<file path="config.mk">
export PLATFORM = sky130hd
export DESIGN_NAME = coef_rd_seq
export DESIGN_NICKNAME = d
export VERILOG_FILES = /design/src/rtl/kyber_ntt_pkg.sv /design/src/rtl/ntt_idx_gen.sv /design/src/rtl/coef_rd_seq.sv
export SDC_FILE = /design/constraint.sdc
export NUM_CORES = 1
export LEC_CHECK = 0
export CAP_MARGIN = 25
export CORE_MARGIN = 2
export CORE_UTILIZATION = 25
export DETAILED_ROUTE_END_ITERATION = 7
export MAX_ROUTING_LAYER = met4
export SYNTH_ARGS = -nofsm -noshare
export SYNTH_HDL_FRONTEND = slang
export SYNTH_SLANG_ARGS = --single-unit
</file>
<file path="constraint.sdc">
create_clock -name clk -period 5.85 [get_ports clk]
set_input_delay 0.8775 -clock clk [delete_from_list [all_inputs] [get_ports clk]]
set_output_delay 0.8775 -clock clk [all_outputs]
set_load 0.005 [all_outputs]
</file>
<file path="src/rtl/kyber_ntt_pkg.sv">
// Shared definitions for the Kyber NTT coefficient read path.
//   N          : coefficients per polynomial
//   ADDR_W     : word address width of one coefficient bank (N/4 words)
//   NUM_BANKS  : coefficient banks, interleaved on idx[1:0]
//   NUM_LAYERS : NTT layers per transform (0..6)
//   IDX_W      : width of a coefficient index
//   seq_state_e: read-sequencer FSM states
package kyber_ntt_pkg;

    localparam int N          = 256;
    localparam int ADDR_W     = 6;
    localparam int NUM_BANKS  = 4;
    localparam int NUM_LAYERS = 7;
    localparam int IDX_W      = 8;

    typedef enum logic [1:0] {
        ST_IDLE,
        ST_RUN,
        ST_DRAIN
    } seq_state_e;

endpackage

</file>
<file path="src/rtl/ntt_idx_gen.sv">
// Combinational butterfly index generator for one NTT layer.
// Ports:
//   k     in  8 : position in the layer's read sequence (0..255)
//   layer in  3 : NTT layer, 0..6 (butterfly span len = 128 >> layer)
//   idx   out 8 : coefficient index to read at position k
// Consecutive k pairs form one butterfly: even k reads the lower operand j,
// odd k reads its partner j + len.
module ntt_idx_gen
    import kyber_ntt_pkg::*;
(
    input  logic [IDX_W-1:0] k,
    input  logic [2:0]       layer,
    output logic [IDX_W-1:0] idx
);

    logic [2:0]       span_log;   // log2(len)
    logic [3:0]       grp_shift;  // log2(len) + 1, one bit wider so 7+1 cannot wrap
    logic [IDX_W-1:0] len;
    logic [IDX_W-1:0] bfly;       // butterfly number b = k >> 1
    logic [IDX_W-1:0] grp_base;
    logic [IDX_W-1:0] grp_off;

    always_comb begin
        span_log  = 3'd7 - layer;
        grp_shift = {1'b0, span_log} + 4'd1;
        len       = IDX_W'(1) << span_log;
        bfly      = {1'b0, k[IDX_W-1:1]};
        // Butterfly groups are 2*len wide; within a group the lower operands
        // occupy the first len slots.
        grp_base  = (bfly >> span_log) << grp_shift;
        grp_off   = bfly & (len - IDX_W'(1));
        idx       = (grp_base | grp_off) + (k[0] ? len : '0);
    end

endmodule

</file>
<file path="src/rtl/coef_rd_seq.sv">
// Coefficient read sequencer for one NTT layer.
// Walks the 256 butterfly operand indices of the requested layer, issuing one
// read per ready cycle to four interleaved coefficient banks, and steers the
// registered 4:1 bank mux with a matching delayed select.
// Ports:
//   clk, rst_n          : clock, asynchronous active-low reset
//   start_i, layer_i    : one-cycle layer request and its layer number (0..6)
//   ready_i             : downstream can accept reads; low stalls issue
//   rd_en_o, rd_addr_o  : bank read strobe and word address (idx[7:2])
//   sel_o               : bank select for the mux, aligned with bank read data
//   valid_o             : mux output holds a sequenced coefficient
//   busy_o, done_o      : layer active, layer-complete pulse
//   err_o               : pulse on a request for layer 7
module coef_rd_seq #(
    parameter int N      = kyber_ntt_pkg::N,
    parameter int ADDR_W = kyber_ntt_pkg::ADDR_W
) (
    input  logic              clk,
    input  logic              rst_n,
    input  logic              start_i,
    input  logic [2:0]        layer_i,
    input  logic              ready_i,
    output logic              rd_en_o,
    output logic [ADDR_W-1:0] rd_addr_o,
    output logic [1:0]        sel_o,
    output logic              valid_o,
    output logic              busy_o,
    output logic              done_o,
    output logic              err_o
);

    localparam int         K_W       = $clog2(N);
    localparam logic [K_W-1:0] K_LAST = K_W'(N - 1);
    localparam logic [2:0] MAX_LAYER = 3'(kyber_ntt_pkg::NUM_LAYERS - 1);

    kyber_ntt_pkg::seq_state_e state;

    logic [K_W-1:0] k;
    logic [2:0]     layer_q;
    logic [K_W-1:0] idx;
    logic [1:0]     sel_issue;  // bank of the read issued this cycle
    logic           vld_d1;     // read data present at the mux input

    ntt_idx_gen u_idx_gen (
        .k     (k),
        .layer (layer_q),
        .idx   (idx)
    );

    // NOTE: every register here is a flop updated with non-blocking
    // assignments, so all right-hand sides see pre-edge values and the
    // pipeline stages shift in lockstep regardless of statement order.
    always_ff @(posedge clk or negedge rst_n) begin
        if (!rst_n) begin
            state     <= kyber_ntt_pkg::ST_IDLE;
            k         <= '0;
            layer_q   <= '0;
            sel_issue <= '0;
            rd_en_o   <= 1'b0;
            rd_addr_o <= '0;
            busy_o    <= 1'b0;
            done_o    <= 1'b0;
            err_o     <= 1'b0;
        end else begin
            rd_en_o <= 1'b0;
            done_o  <= 1'b0;
            err_o   <= 1'b0;

            case (state)
                kyber_ntt_pkg::ST_IDLE: begin
                    busy_o <= 1'b0;
                    if (start_i) begin
                        if (layer_i <= MAX_LAYER) begin
                            layer_q <= layer_i;
                            k       <= '0;
                            busy_o  <= 1'b1;
                            state   <= kyber_ntt_pkg::ST_RUN;
                        end else begin
                            err_o <= 1'b1;
                        end
                    end
                end

                kyber_ntt_pkg::ST_RUN: begin
                    if (ready_i) begin
                        rd_en_o   <= 1'b1;
                        rd_addr_o <= idx[ADDR_W+1:2];
                        sel_issue <= idx[1:0];
                        k         <= k + K_W'(1);
                        if (k == K_LAST) begin
                            state <= kyber_ntt_pkg::ST_DRAIN;
                        end
                    end
                end

                kyber_ntt_pkg::ST_DRAIN: begin
                    // Only the last read can be behind the mux once the issue
                    // strobe has dropped, so data at the mux input with no
                    // read issuing marks the final coefficient.
                    if (done_o) begin
                        busy_o <= 1'b0;
                        state  <= kyber_ntt_pkg::ST_IDLE;
                    end else if (vld_d1 && !rd_en_o) begin
                        done_o <= 1'b1;
                    end
                end

                default: begin
                    state <= kyber_ntt_pkg::ST_IDLE;
                end
            endcase
        end
    end

    // Bank read latency (1) then mux register (1); select follows the read
    // by one cycle and holds between reads.
    always_ff @(posedge clk or negedge rst_n) begin
        if (!rst_n) begin
            vld_d1  <= 1'b0;
            valid_o <= 1'b0;
            sel_o   <= '0;
        end else begin
            vld_d1  <= rd_en_o;
            valid_o <= vld_d1;
            if (rd_en_o) begin
                sel_o <= sel_issue;
            end
        end
    end

endmodule
</file>
Word level (Yosys, flattened, before mapping)
Cells that the tools add are included.
{ "totals": {"in_bits": 7, "ff_bits": 29, "elab_cells": 64, "output_inout_bits": 13} }
{ "classes": {"n_addsub": 5, "bitwise_logic": 2, "n_lt_le_gt_ge": 1, "n_eq_ne": 8, "muxes": 23, "shifts": 3, "n_reduce_logical": 10} }
{ "op_table": {"columns": ["op", "count"], "rows": [
  ["2-to-1 mux 8 bit", 4],
  ["case mux 8 bit (2 select lines)", 1],
  ["2-to-1 mux 1 bit", 11],
  ["2-to-1 mux 2 bit", 5],
  ["inequality test 2 bit (second input constant)", 5],
  ["adder 8 x 1 -> 8 bit (second input constant)", 1],
  ["adder 8 bit", 1],
  ["bitwise AND 7 x 8 -> 8 bit", 1],
  ["== test 8 bit (second input constant)", 1],
  ["bitwise OR 8 bit", 1],
  ["<< shifter 1 x 3 -> 8 bit (first input constant)", 1],
  ["<< shifter 8 x 4 -> 8 bit", 1],
  [">> shifter 7 x 3 -> 8 bit", 1],
  ["subtractor 8 x 1 -> 8 bit (second input constant)", 1],
  ["case mux 2 bit (3 select lines)", 1],
  ["AND reduction 5 bit", 1],
  ["adder 3 x 1 -> 4 bit (second input constant)", 1],
  ["AND reduction 2 bit", 2],
  ["AND reduction 4 bit", 1],
  ["nonzero test 2 bit", 2],
  ["less-or-equal comparator 3 bit (second input constant)", 1],
  ["AND reduction 3 bit", 1],
  ["subtractor 3 bit (first input constant)", 1],
  ["== test 2 x 1 -> 1 bit (second input constant)", 1],
  ["other kinds (5)", 5]
]} }

Longest topological paths before layout
Gate-level depths: netlist of run 1.
{ "logic_depth": {"depth_word": 6, "mapped_depth": 18} }

Modules after synthesis
Synthesis of run 1 repeated with hierarchy kept, for this count alone.
{ "hier_totals": {"cells_unflattened": 238, "hier_area_um2": 2205.9} }
{ "modules_own_cells": {"columns": ["mod", "area_per_inst_um2", "cells_per_inst", "instances"], "rows": [
  ["coef_rd_seq", 1211.2, 96, 1],
  ["ntt_idx_gen", 994.7, 142, 1]
]} }

Worst setup path before layout of run 1
No wires, ideal clock.
{ "synth_timing": {"path_kind": "register to register", "start": "reg layer_q[1]", "end": "reg rd_addr_o[5]", "path_slack_ns": 2.079, "path_buffers": 2, "required_ns": 5.725, "t_arrival_ns": 3.646, "setup_ns": 0.125, "path_stages_with_launch": 16, "period_less_slack_ns": 3.771, "cell_sequence": "dfrtp_1 buf_2 buf_2 inv_1 ha_1 ha_1 or2_2 o32a_1 inv_1 ha_1 a21o_1 a211oi_1 nor2_1 o41ai_1 xnor3_1 mux2_4"} }
{ "synth_between": {"elab_chain_cells": 6, "word_cells_on_any_way": 10, "cone_classes": "add/sub: 4; shift: 3; mux: 1; bitwise: 2"} }
{ "synth_rtl": {"columns": ["item", "line", "text"], "rows": [
  ["start, declared", "coef_rd_seq.sv:39", "logic [2:0] layer_q;"],
  ["start signal, assigned", "coef_rd_seq.sv:74", "layer_q <= layer_i;"],
  ["subtractor 3 bit (*)", "ntt_idx_gen.sv:24", "span_log = 3'd7 - layer;"],
  ["<< shifter 1 x 3 -> 8 bit", "ntt_idx_gen.sv:26", "len = IDX_W'(1) << span_log;"],
  ["subtractor 8 x 1 -> 8 bit", "ntt_idx_gen.sv:31", "grp_off = bfly & (len - IDX_W'(1));"],
  ["bitwise AND 7 x 8 -> 8 bit", "ntt_idx_gen.sv:31", null],
  ["bitwise OR 8 bit", "ntt_idx_gen.sv:32", "idx = (grp_base | grp_off) + (k[0] ? len : '0);"],
  ["adder 8 bit (*)", "ntt_idx_gen.sv:32", null],
  ["end signal, assigned", "coef_rd_seq.sv:87", "rd_addr_o <= idx[ADDR_W+1:2];"],
  ["end, declared", "coef_rd_seq.sv:24", "output logic [ADDR_W-1:0] rd_addr_o,"]
]} }
Mark *: on every way between the ends. The rest lies on a longest branch, timed or not.
A chain may end at the register's enable or synchronous reset.

Worst setup path in the final report of run 1
{ "layout_timing": {"start": "reg layer_q[0]", "end": "reg rd_addr_o[5]"} }
The elaborated chain is that of the path after synthesis.

==> impl_metrics.xml, run 1 <==
<?xml version="1.0" encoding="UTF-8"?>
<metrics>
  <group name="status">
    <metric name="run_status" unit="">finished clean</metric>
  </group>
  <group name="global_route">
    <metric name="grt_max_degree" unit="">30</metric>
    <metric name="global_route.overflow_total" unit="">0</metric>
    <metric name="grt_pass1_vias" unit="">1814</metric>
    <metric name="grt_antenna_before_repair" unit="">0</metric>
    <metric name="grt_first_pass_wirelength" unit="mm">8.68</metric>
    <metric name="groute.usage.overall" unit="%">11.0</metric>
  </group>
  <group name="cells_and_area">
    <metric name="drive_gt1_share" unit="%">11.0</metric>
    <metric name="layout_commonest_cell" unit="">sky130_fd_sc_hd__nand2_1</metric>
    <metric name="layout.nets" unit="">295</metric>
    <metric name="finalInstanceArea" unit="µm²">2680</metric>
    <metric name="antenna_cells" unit="">0</metric>
    <metric name="synthToLayoutAreaGrowth" unit="%">16.0</metric>
    <metric name="layout.cells.non_filler" unit="">384</metric>
    <metric name="mostFrequentLayoutCells" unit="">sky130_fd_sc_hd__nand2_1, sky130_fd_sc_hd__dfrtp_1, sky130_fd_sc_hd__o21ai_0, sky130_fd_sc_hd__clkdlybuf4s50_1, sky130_fd_sc_hd__nor2_1</metric>
  </group>
  <group name="worst_setup_path">
    <metric name="rr_worst_depth" unit="">13</metric>
    <metric name="worst-endpoint-arrival" unit="ns">4.61</metric>
    <metric name="reg2reg_from" unit="">layer_q[0]</metric>
    <metric name="worst-r2r-setup-slack" unit="ns">1.40</metric>
    <metric name="critPathRequiredTime" unit="ns">6.02</metric>
    <metric name="worst_r2r_endpoint" unit="">rd_addr_o[5]</metric>
    <metric name="cp-end-kind" unit="">flip-flop</metric>
    <metric name="worst-setup-path-type" unit="">reg2reg</metric>
    <metric name="timing.critical_path.fanout_max" unit="">26</metric>
    <metric name="cp_launch_type" unit="">flip-flop</metric>
  </group>
  <group name="routing">
    <metric name="route.antenna.remaining_nets" unit="">0</metric>
    <metric name="route.detailed.wl_per_inst" unit="µm">13.4</metric>
    <metric name="route.detailed.vias_per_inst" unit="">4.98</metric>
    <metric name="drt_first_iter_violations" unit="">134</metric>
    <metric name="drt-pass1-iter-count" unit="">4</metric>
    <metric name="drt_drc_violations_left" unit="">0</metric>
    <metric name="route.final.wire_length" unit="mm">5.14</metric>
    <metric name="dr_total_vias" unit="">1913</metric>
  </group>
  <group name="pwr">
    <metric name="cellInternalPower" unit="W">0.000343</metric>
    <metric name="switching_share_of_power" unit="%">19.9</metric>
    <metric name="pwr_density_cell" unit="nW/µm²">160</metric>
    <metric name="p_seq_share" unit="%">46.8</metric>
    <metric name="power.static_leakage" unit="nW">1.18</metric>
    <metric name="pwr-share-comb" unit="%">2.1</metric>
    <metric name="p_sw" unit="W">0.0000852</metric>
    <metric name="clock_power_share" unit="%">51.1</metric>
    <metric name="power.ir.vdd_worst" unit="mV">0.112</metric>
  </group>
  <group name="die">
    <metric name="fp.dieArea" unit="µm²">10000</metric>
    <metric name="initial_cell_density_of_the_core" unit="%">25.4</metric>
    <metric name="num_rows" unit="">35</metric>
    <metric name="floorplan.die.height" unit="µm">100</metric>
    <metric name="pin_count" unit="">20</metric>
    <metric name="core-area" unit="µm²">9110</metric>
    <metric name="die_width" unit="µm">100</metric>
  </group>
  <group name="clocking">
    <metric name="clock_sinks" unit="">29</metric>
    <metric name="cts_made_buffers" unit="">5</metric>
    <metric name="clkLatencyLatePin" unit="ns">0.28</metric>
    <metric name="cts_resized" unit="">0</metric>
    <metric name="cts.htree.levels" unit="">2</metric>
    <metric name="clk_transition_reported_paths" unit="ns">0.07</metric>
    <metric name="cts_hold_buf" unit="">0</metric>
    <metric name="cts_tree" unit="">done</metric>
    <metric name="post-cts-setup-buffer-count" unit="">0</metric>
    <metric name="clk_root_buffer_cell" unit="">sky130_fd_sc_hd__clkbuf_8</metric>
    <metric name="clock_tree.buffer_depth" unit="">2</metric>
  </group>
  <group name="yosys">
    <metric name="syn_nets" unit="">283</metric>
    <metric name="synthArstFlopShare" unit="%">100</metric>
    <metric name="post_synth_inst_count" unit="">260</metric>
    <metric name="yosys_warnings" unit="">0</metric>
    <metric name="yosys_most_used_dff" unit="">sky130_fd_sc_hd__dfrtp_1</metric>
    <metric name="syn_avg_cell_area" unit="µm²">8.89</metric>
    <metric name="seq_area_frac_synth" unit="%">31.4</metric>
    <metric name="synth_edf_count" unit="">0</metric>
    <metric name="synth.ff_latch_count" unit="">29</metric>
    <metric name="syn-cell-area" unit="µm²">2310</metric>
    <metric name="ys_types" unit="">59</metric>
  </group>
  <group name="sta">
    <metric name="timing.slew.headroom" unit="%">42.7</metric>
    <metric name="crit_share_post_route" unit="%">76.0</metric>
    <metric name="worstMarginPinSlew" unit="ns">0.859</metric>
    <metric name="timing.final.setup_violations" unit="">0</metric>
    <metric name="timing.clock.skew" unit="ns">0.00530</metric>
    <metric name="postLayoutSetupSlackWorst" unit="ns">1.40</metric>
    <metric name="fin_crit" unit="ns">4.45</metric>
    <metric name="rsz0062_at_grt" unit="">false</metric>
    <metric name="maxSlewViolCount" unit="">0</metric>
    <metric name="hold_viol_final" unit="">0</metric>
    <metric name="finalSetupTns" unit="ns">0</metric>
    <metric name="hold_ws" unit="ns">0.370</metric>
    <metric name="max_freq" unit="GHz">0.225</metric>
  </group>
  <group name="placement">
    <metric name="port_buffers" unit="">19</metric>
    <metric name="hpwl_after_dpl" unit="mm">3.74</metric>
    <metric name="worst_case_setup_slack_after_placement" unit="ns">1.46</metric>
    <metric name="place_inst" unit="">376</metric>
    <metric name="placement_cell_area" unit="µm²">2560</metric>
    <metric name="globalplace.congestion" unit="">0.857</metric>
  </group>
  <group name="hold_path">
    <metric name="hold_path_startpoint" unit="">vld_d1</metric>
    <metric name="whs_path_depth" unit="">0</metric>
    <metric name="whs_endpoint" unit="">valid_o</metric>
    <metric name="hp_class" unit="">reg2reg</metric>
  </group>
  <group name="run">
    <metric name="timing.max_cap.violations" unit="">0</metric>
  </group>
</metrics>
## metal layers
metal | track usage, % | vias up | part of all wire [%]
met2 | 16.9 | 39 | 45
met3 | 2.51 | 6 | 4.2
met5 | - | - | 0
met1 | 14.3 | 919 | 50
li1 | - | 949 | -
met4 | 3.79 | 0 | 1.3
## synth_stat cells (2+ instances only)
cell | instances | area, µm²
sky130_fd_sc_hd__clkbuf_8 | 2 | 27.5
sky130_fd_sc_hd__xnor2_1 | 2 | 17.5
sky130_fd_sc_hd__o41ai_1 | 2 | 17.5
sky130_fd_sc_hd__mux2_4 | 3 | 45.0
sky130_fd_sc_hd__nand2b_1 | 4 | 25.0
sky130_fd_sc_hd__o22a_1 | 3 | 26.3
sky130_fd_sc_hd__nand4b_1 | 2 | 17.5
sky130_fd_sc_hd__nand2_1 | 37 | 139
sky130_fd_sc_hd__inv_1 | 11 | 41.3
sky130_fd_sc_hd__o21ai_0 | 24 | 120
sky130_fd_sc_hd__ha_1 | 15 | 188
sky130_fd_sc_hd__a32oi_1 | 3 | 26.3
sky130_fd_sc_hd__or3_1 | 2 | 12.5
sky130_fd_sc_hd__mux2i_1 | 7 | 70.1
sky130_fd_sc_hd__mux2_2 | 5 | 56.3
sky130_fd_sc_hd__nand4_1 | 3 | 18.8
sky130_fd_sc_hd__a21oi_1 | 8 | 40.0
sky130_fd_sc_hd__o211ai_1 | 2 | 15.0
sky130_fd_sc_hd__xor2_1 | 7 | 61.3
sky130_fd_sc_hd__dfrtp_1 | 29 | 726
sky130_fd_sc_hd__and3_1 | 3 | 18.8
sky130_fd_sc_hd__a21o_1 | 3 | 22.5
sky130_fd_sc_hd__nor2b_1 | 6 | 37.5
sky130_fd_sc_hd__a21boi_0 | 2 | 15.0
sky130_fd_sc_hd__buf_2 | 8 | 40.0
sky130_fd_sc_hd__nor3_1 | 3 | 15.0
sky130_fd_sc_hd__nor2_1 | 18 | 67.6
sky130_fd_sc_hd__o31ai_1 | 3 | 22.5
sky130_fd_sc_hd__clkbuf_1 | 5 | 18.8
sky130_fd_sc_hd__nor3b_1 | 2 | 15.0
sky130_fd_sc_hd__and2_1 | 5 | 31.3
sky130_fd_sc_hd__or2_2 | 2 | 12.5
sky130_fd_sc_hd__nand3_1 | 3 | 15.0
## power groups by stage
stage / Combinational, W / Clock (W) / Sequential, W
6_report: 0.00000892 / 0.000219 / 0.000201
5_1_grt: 0.0000103 / 0.000232 / 0.000200
4_1_cts: 0.00000939 / 0.000225 / 0.000200
3_5_place_dp: 0.00000932 / 0 / 0.000204
3_3_place_gp: 0.00000928 / 0 / 0.000204
2_1_floorplan: 0.000000272 / 0 / 0.000204
## stage by stage
| stage | power, W | util (%) |
|---|---|---|
| floorplan | 0.000205 | - |
| global placement | 0.000214 | 28.1 |
| detailed placement | 0.000214 | 28.1 |
| CTS | 0.000435 | 29.4 |
| global route | 0.000443 | 29.4 |
| finish | 0.000428 | 29.4 |
## critical path: stages, from the launching register on
cell and delay, ns:
sky130_fd_sc_hd__dfrtp_1 0.91, sky130_fd_sc_hd__inv_1 0.28, sky130_fd_sc_hd__ha_1 0.33, sky130_fd_sc_hd__ha_1 0.31, sky130_fd_sc_hd__or2_2 0.35, sky130_fd_sc_hd__o32a_1 0.34, sky130_fd_sc_hd__inv_1 0.07, sky130_fd_sc_hd__ha_1 0.22
sky130_fd_sc_hd__a21o_1 0.19, sky130_fd_sc_hd__a211oi_1 0.23, sky130_fd_sc_hd__nor2_1 0.09, sky130_fd_sc_hd__o41ai_1 0.29, sky130_fd_sc_hd__xnor3_1 0.45, sky130_fd_sc_hd__mux2_4 0.26
## how the worst max path moves through the flow
stage | slack, ns | depth (start not counted) | from | end
6_report | 1.40 | 13 | layer_q[0] | rd_addr_o[5]
5_1_grt | 1.10 | 13 | layer_q[0] | rd_addr_o[5]
4_1_cts | 1.42 | 13 | layer_q[0] | rd_addr_o[5]
3_5_place_dp | 1.46 | 13 | layer_q[0] | rd_addr_o[5]
3_3_place_gp | 1.59 | 13 | layer_q[0] | rd_addr_o[5]
2_1_floorplan | 2.08 | 15 | layer_q[1] | rd_addr_o[5]
## logic make-up after synthesis
family          share of synthesized area, %
fa+ha+maj                               8.99
mux                                     8.88
simple gates                            20.7
compound gates                          19.3
flops                                   31.4
xor+xnor                                4.39
buf+inv                                 6.33
## sequential cells by signal, indices dropped and copies added, names as in the netlist
register   flops
err_o          1
vld_d1         1
busy_o         1
rd_addr_o      6
rd_en_o        1
k              8
state          2
done_o         1
sel_o          2
sel_issue      2
valid_o        1
layer_q        3
## area by class of cell
type | instances | area [µm²]
Clock buffer | 6 | 82.6
Clock inverter | 2 | 37.5
Fill cell | 948 | 6430
Inverter | 12 | 45.0
Multi-Input combinational cell | 202 | 1440
Sequential cell | 29 | 726
Tap cell | 111 | 139
Timing Repair Buffer | 22 | 213
(Power assumes the default switching activity.)
==> run 2, diff against run 1 <==
==> constraint.sdc (replaced) <==
create_clock -name clk -period 4.4 [get_ports clk]
set_input_delay 0.66 -clock clk [delete_from_list [all_inputs] [get_ports clk]]
set_output_delay 0.66 -clock clk [all_outputs]
set_load 0.005 [all_outputs]
==> run 2 against run 1 <==
Critical path depth did not move; flip-flop and latch count unchanged; worst hold slack better by 0.0039 ns; via count decreased by 0.42%; die area unchanged; critical path type unchanged.
==> impl_metrics.xml, run 2 (synthesis results as in run 1) <==
<?xml version="1.0" encoding="UTF-8"?>
<metrics>
  <group name="status">
    <metric name="run_status" unit="">finished clean</metric>
  </group>
  <group name="routing">
    <metric name="route.final.wire_length" unit="mm">5.49</metric>
    <metric name="route.detailed.wl_per_inst" unit="µm">14.2</metric>
    <metric name="drt_drc_violations_left" unit="">0</metric>
    <metric name="dr_total_vias" unit="">1905</metric>
    <metric name="drt_first_iter_violations" unit="">118</metric>
    <metric name="route.antenna.remaining_nets" unit="">0</metric>
    <metric name="drt-pass1-iter-count" unit="">4</metric>
    <metric name="route.detailed.vias_per_inst" unit="">4.92</metric>
  </group>
  <group name="worst_setup_path">
    <metric name="cp-end-kind" unit="">flip-flop</metric>
    <metric name="timing.critical_path.fanout_max" unit="">11</metric>
    <metric name="cp_launch_type" unit="">flip-flop</metric>
    <metric name="worst-endpoint-arrival" unit="ns">4.15</metric>
    <metric name="worst-setup-path-type" unit="">reg2reg</metric>
    <metric name="critPathRequiredTime" unit="ns">4.56</metric>
  </group>
  <group name="sta">
    <metric name="rsz0062_at_grt" unit="">false</metric>
    <metric name="max_freq" unit="GHz">0.251</metric>
    <metric name="fin_crit" unit="ns">3.99</metric>
    <metric name="hold_viol_final" unit="">0</metric>
    <metric name="timing.clock.skew" unit="ns">0.00988</metric>
    <metric name="maxSlewViolCount" unit="">0</metric>
    <metric name="timing.slew.headroom" unit="%">64.8</metric>
    <metric name="finalSetupTns" unit="ns">0</metric>
    <metric name="hold_ws" unit="ns">0.374</metric>
    <metric name="crit_share_post_route" unit="%">90.6</metric>
    <metric name="worstMarginPinSlew" unit="ns">0.527</metric>
    <metric name="timing.final.setup_violations" unit="">0</metric>
  </group>
  <group name="clocking">
    <metric name="post-cts-setup-buffer-count" unit="">0</metric>
    <metric name="cts.htree.levels" unit="">2</metric>
    <metric name="cts_made_buffers" unit="">5</metric>
    <metric name="clk_transition_reported_paths" unit="ns">0.07</metric>
    <metric name="cts_tree" unit="">done</metric>
    <metric name="cts_resized" unit="">0</metric>
    <metric name="cts_hold_buf" unit="">0</metric>
    <metric name="clock_sinks" unit="">29</metric>
    <metric name="clock_tree.buffer_depth" unit="">2</metric>
    <metric name="clkLatencyLatePin" unit="ns">0.28</metric>
    <metric name="clk_root_buffer_cell" unit="">sky130_fd_sc_hd__clkbuf_8</metric>
  </group>
  <group name="pwr">
    <metric name="p_total" unit="W">0.000544</metric>
    <metric name="power.static_leakage" unit="nW">1.20</metric>
    <metric name="pwr_density_cell" unit="nW/µm²">202</metric>
    <metric name="power.ir.vdd_worst" unit="mV">0.161</metric>
  </group>
  <group name="global_route">
    <metric name="global_route.overflow_total" unit="">0</metric>
    <metric name="grt_first_pass_wirelength" unit="mm">9.43</metric>
    <metric name="grt_max_degree" unit="">30</metric>
    <metric name="grt_antenna_before_repair" unit="">0</metric>
    <metric name="groute.usage.overall" unit="%">12.0</metric>
    <metric name="grt_pass1_vias" unit="">1874</metric>
  </group>
  <group name="hold_path">
    <metric name="hp_class" unit="">reg2reg</metric>
  </group>
  <group name="cells_and_area">
    <metric name="layout_commonest_cell" unit="">sky130_fd_sc_hd__nand2_1</metric>
    <metric name="multiInputGateArea" unit="µm²">1440</metric>
    <metric name="layout.nets" unit="">299</metric>
    <metric name="biggestRegsByFlops" unit="">k x8, rd_addr_o x6, layer_q x3</metric>
    <metric name="final-seq-area" unit="µm²">726</metric>
    <metric name="antenna_cells" unit="">0</metric>
    <metric name="synthToLayoutAreaGrowth" unit="%">16.6</metric>
    <metric name="mostFrequentLayoutCells" unit="">sky130_fd_sc_hd__nand2_1, sky130_fd_sc_hd__dfrtp_1, sky130_fd_sc_hd__o21ai_0, sky130_fd_sc_hd__clkdlybuf4s50_1, sky130_fd_sc_hd__nor2_1</metric>
    <metric name="fill_cell_total_of_the_finished_layout" unit="">967</metric>
    <metric name="largest_register_ffs" unit="">8</metric>
    <metric name="drive_gt1_share" unit="%">12.0</metric>
    <metric name="regMostFlops" unit="">k</metric>
  </group>
  <group name="placement">
    <metric name="globalplace.congestion" unit="">0.894</metric>
    <metric name="hpwl_after_dpl" unit="mm">4.00</metric>
    <metric name="port_buffers" unit="">19</metric>
  </group>
  <group name="die">
    <metric name="initial_cell_density_of_the_core" unit="%">25.4</metric>
    <metric name="die_width" unit="µm">100</metric>
    <metric name="floorplan.die.height" unit="µm">100</metric>
    <metric name="fp.dieArea" unit="µm²">10000</metric>
    <metric name="core-area" unit="µm²">9110</metric>
    <metric name="num_rows" unit="">35</metric>
    <metric name="pin_count" unit="">20</metric>
  </group>
  <group name="run">
    <metric name="timing.max_cap.violations" unit="">0</metric>
  </group>
</metrics>
## run 2: cell types whose count changed in the layout (fill, tap and decap cells not counted), sizes merged
cell      delta
buf          +4
clkbuf       -1
clkinv       +1
clkinvlp     -1
## run 2: critical path, stage by stage (launching register included)
cell and delay [ns]:
sky130_fd_sc_hd__dfrtp_1 0.55, sky130_fd_sc_hd__inv_1 0.21, sky130_fd_sc_hd__ha_1 0.30, sky130_fd_sc_hd__ha_1 0.31
sky130_fd_sc_hd__or2_2 0.35, sky130_fd_sc_hd__o32a_1 0.34, sky130_fd_sc_hd__inv_1 0.07, sky130_fd_sc_hd__ha_1 0.22
sky130_fd_sc_hd__a21o_1 0.19, sky130_fd_sc_hd__a211oi_1 0.25, sky130_fd_sc_hd__nor2_1 0.10, sky130_fd_sc_hd__o41ai_1 0.28
sky130_fd_sc_hd__xnor3_1 0.45, sky130_fd_sc_hd__mux2_4 0.26
## run 2: through the flow
stage                     cells  area (µm²)  setup slack (ns)  utilization [%]
final                       387        2700             0.413             29.6
after detailed placement    380        2590             0.434             28.4
after floorplan             260        2310             0.629                -
after CTS                   387        2700             0.407             29.6
after global placement      380        2590             0.585             28.4
after global routing        387        2700             0.168             29.6
## run 2: worst paths after layout
kind | start | to | slack, ns | cells past startpoint
max | layer_q[0] | rd_addr_o[5] | 0.41 | 13
min reg2reg | vld_d1 | valid_o | 0.37 | 0
min in group asynchronous | rst_n | rd_addr_o[3] | 0.77 | 2
max reg2reg | layer_q[0] | rd_addr_o[5] | 0.41 | 13
max in group asynchronous | rst_n | k[2] | 3.34 | 2
min | vld_d1 | valid_o | 0.37 | 0
## run 2: per-layer routing
metal / global-route usage [%] / part of all wire, % / vias to the layer above
li1: - / - / 955
met1: 16.4 / 50 / 904
met2: 18.1 / 45 / 42
met3: 2.23 / 3.7 / 4
met4: 3.27 / 1.0 / 0
met5: - / 0 / -
## run 2: area by class of cell
type / count / share of cell area (%)
clock inverter: 2 / 1.30
multi-input combinational: 202 / 53.4
sequential: 29 / 26.9
inverter: 12 / 1.67
clock buffer: 5 / 2.55
tap: 111 / 5.15
timing repair buffer: 26 / 9.01
## run 2: where the power goes
part | internal (W) | leakage [nW] | switching [W]
Clock | 0.000164 | 0.0540 | 0.000101
Sequential | 0.000267 | 0.390 | 0
Combinational | 0.00000548 | 0.755 | 0.00000659
==> run 3, diff against run 2 <==
--- a/config.mk
+++ b/config.mk
@@ -9,6 +9,7 @@
 export CORE_MARGIN = 2
 export CORE_UTILIZATION = 25
 export DETAILED_ROUTE_END_ITERATION = 7
+export HOLD_SLACK_MARGIN = 0.03
 export MAX_ROUTING_LAYER = met4
 export SYNTH_ARGS = -nofsm -noshare
 export SYNTH_HDL_FRONTEND = slang
==> results of run 3 <==
Same layout as run 2: the final DEF is identical, and so are final timing and power.
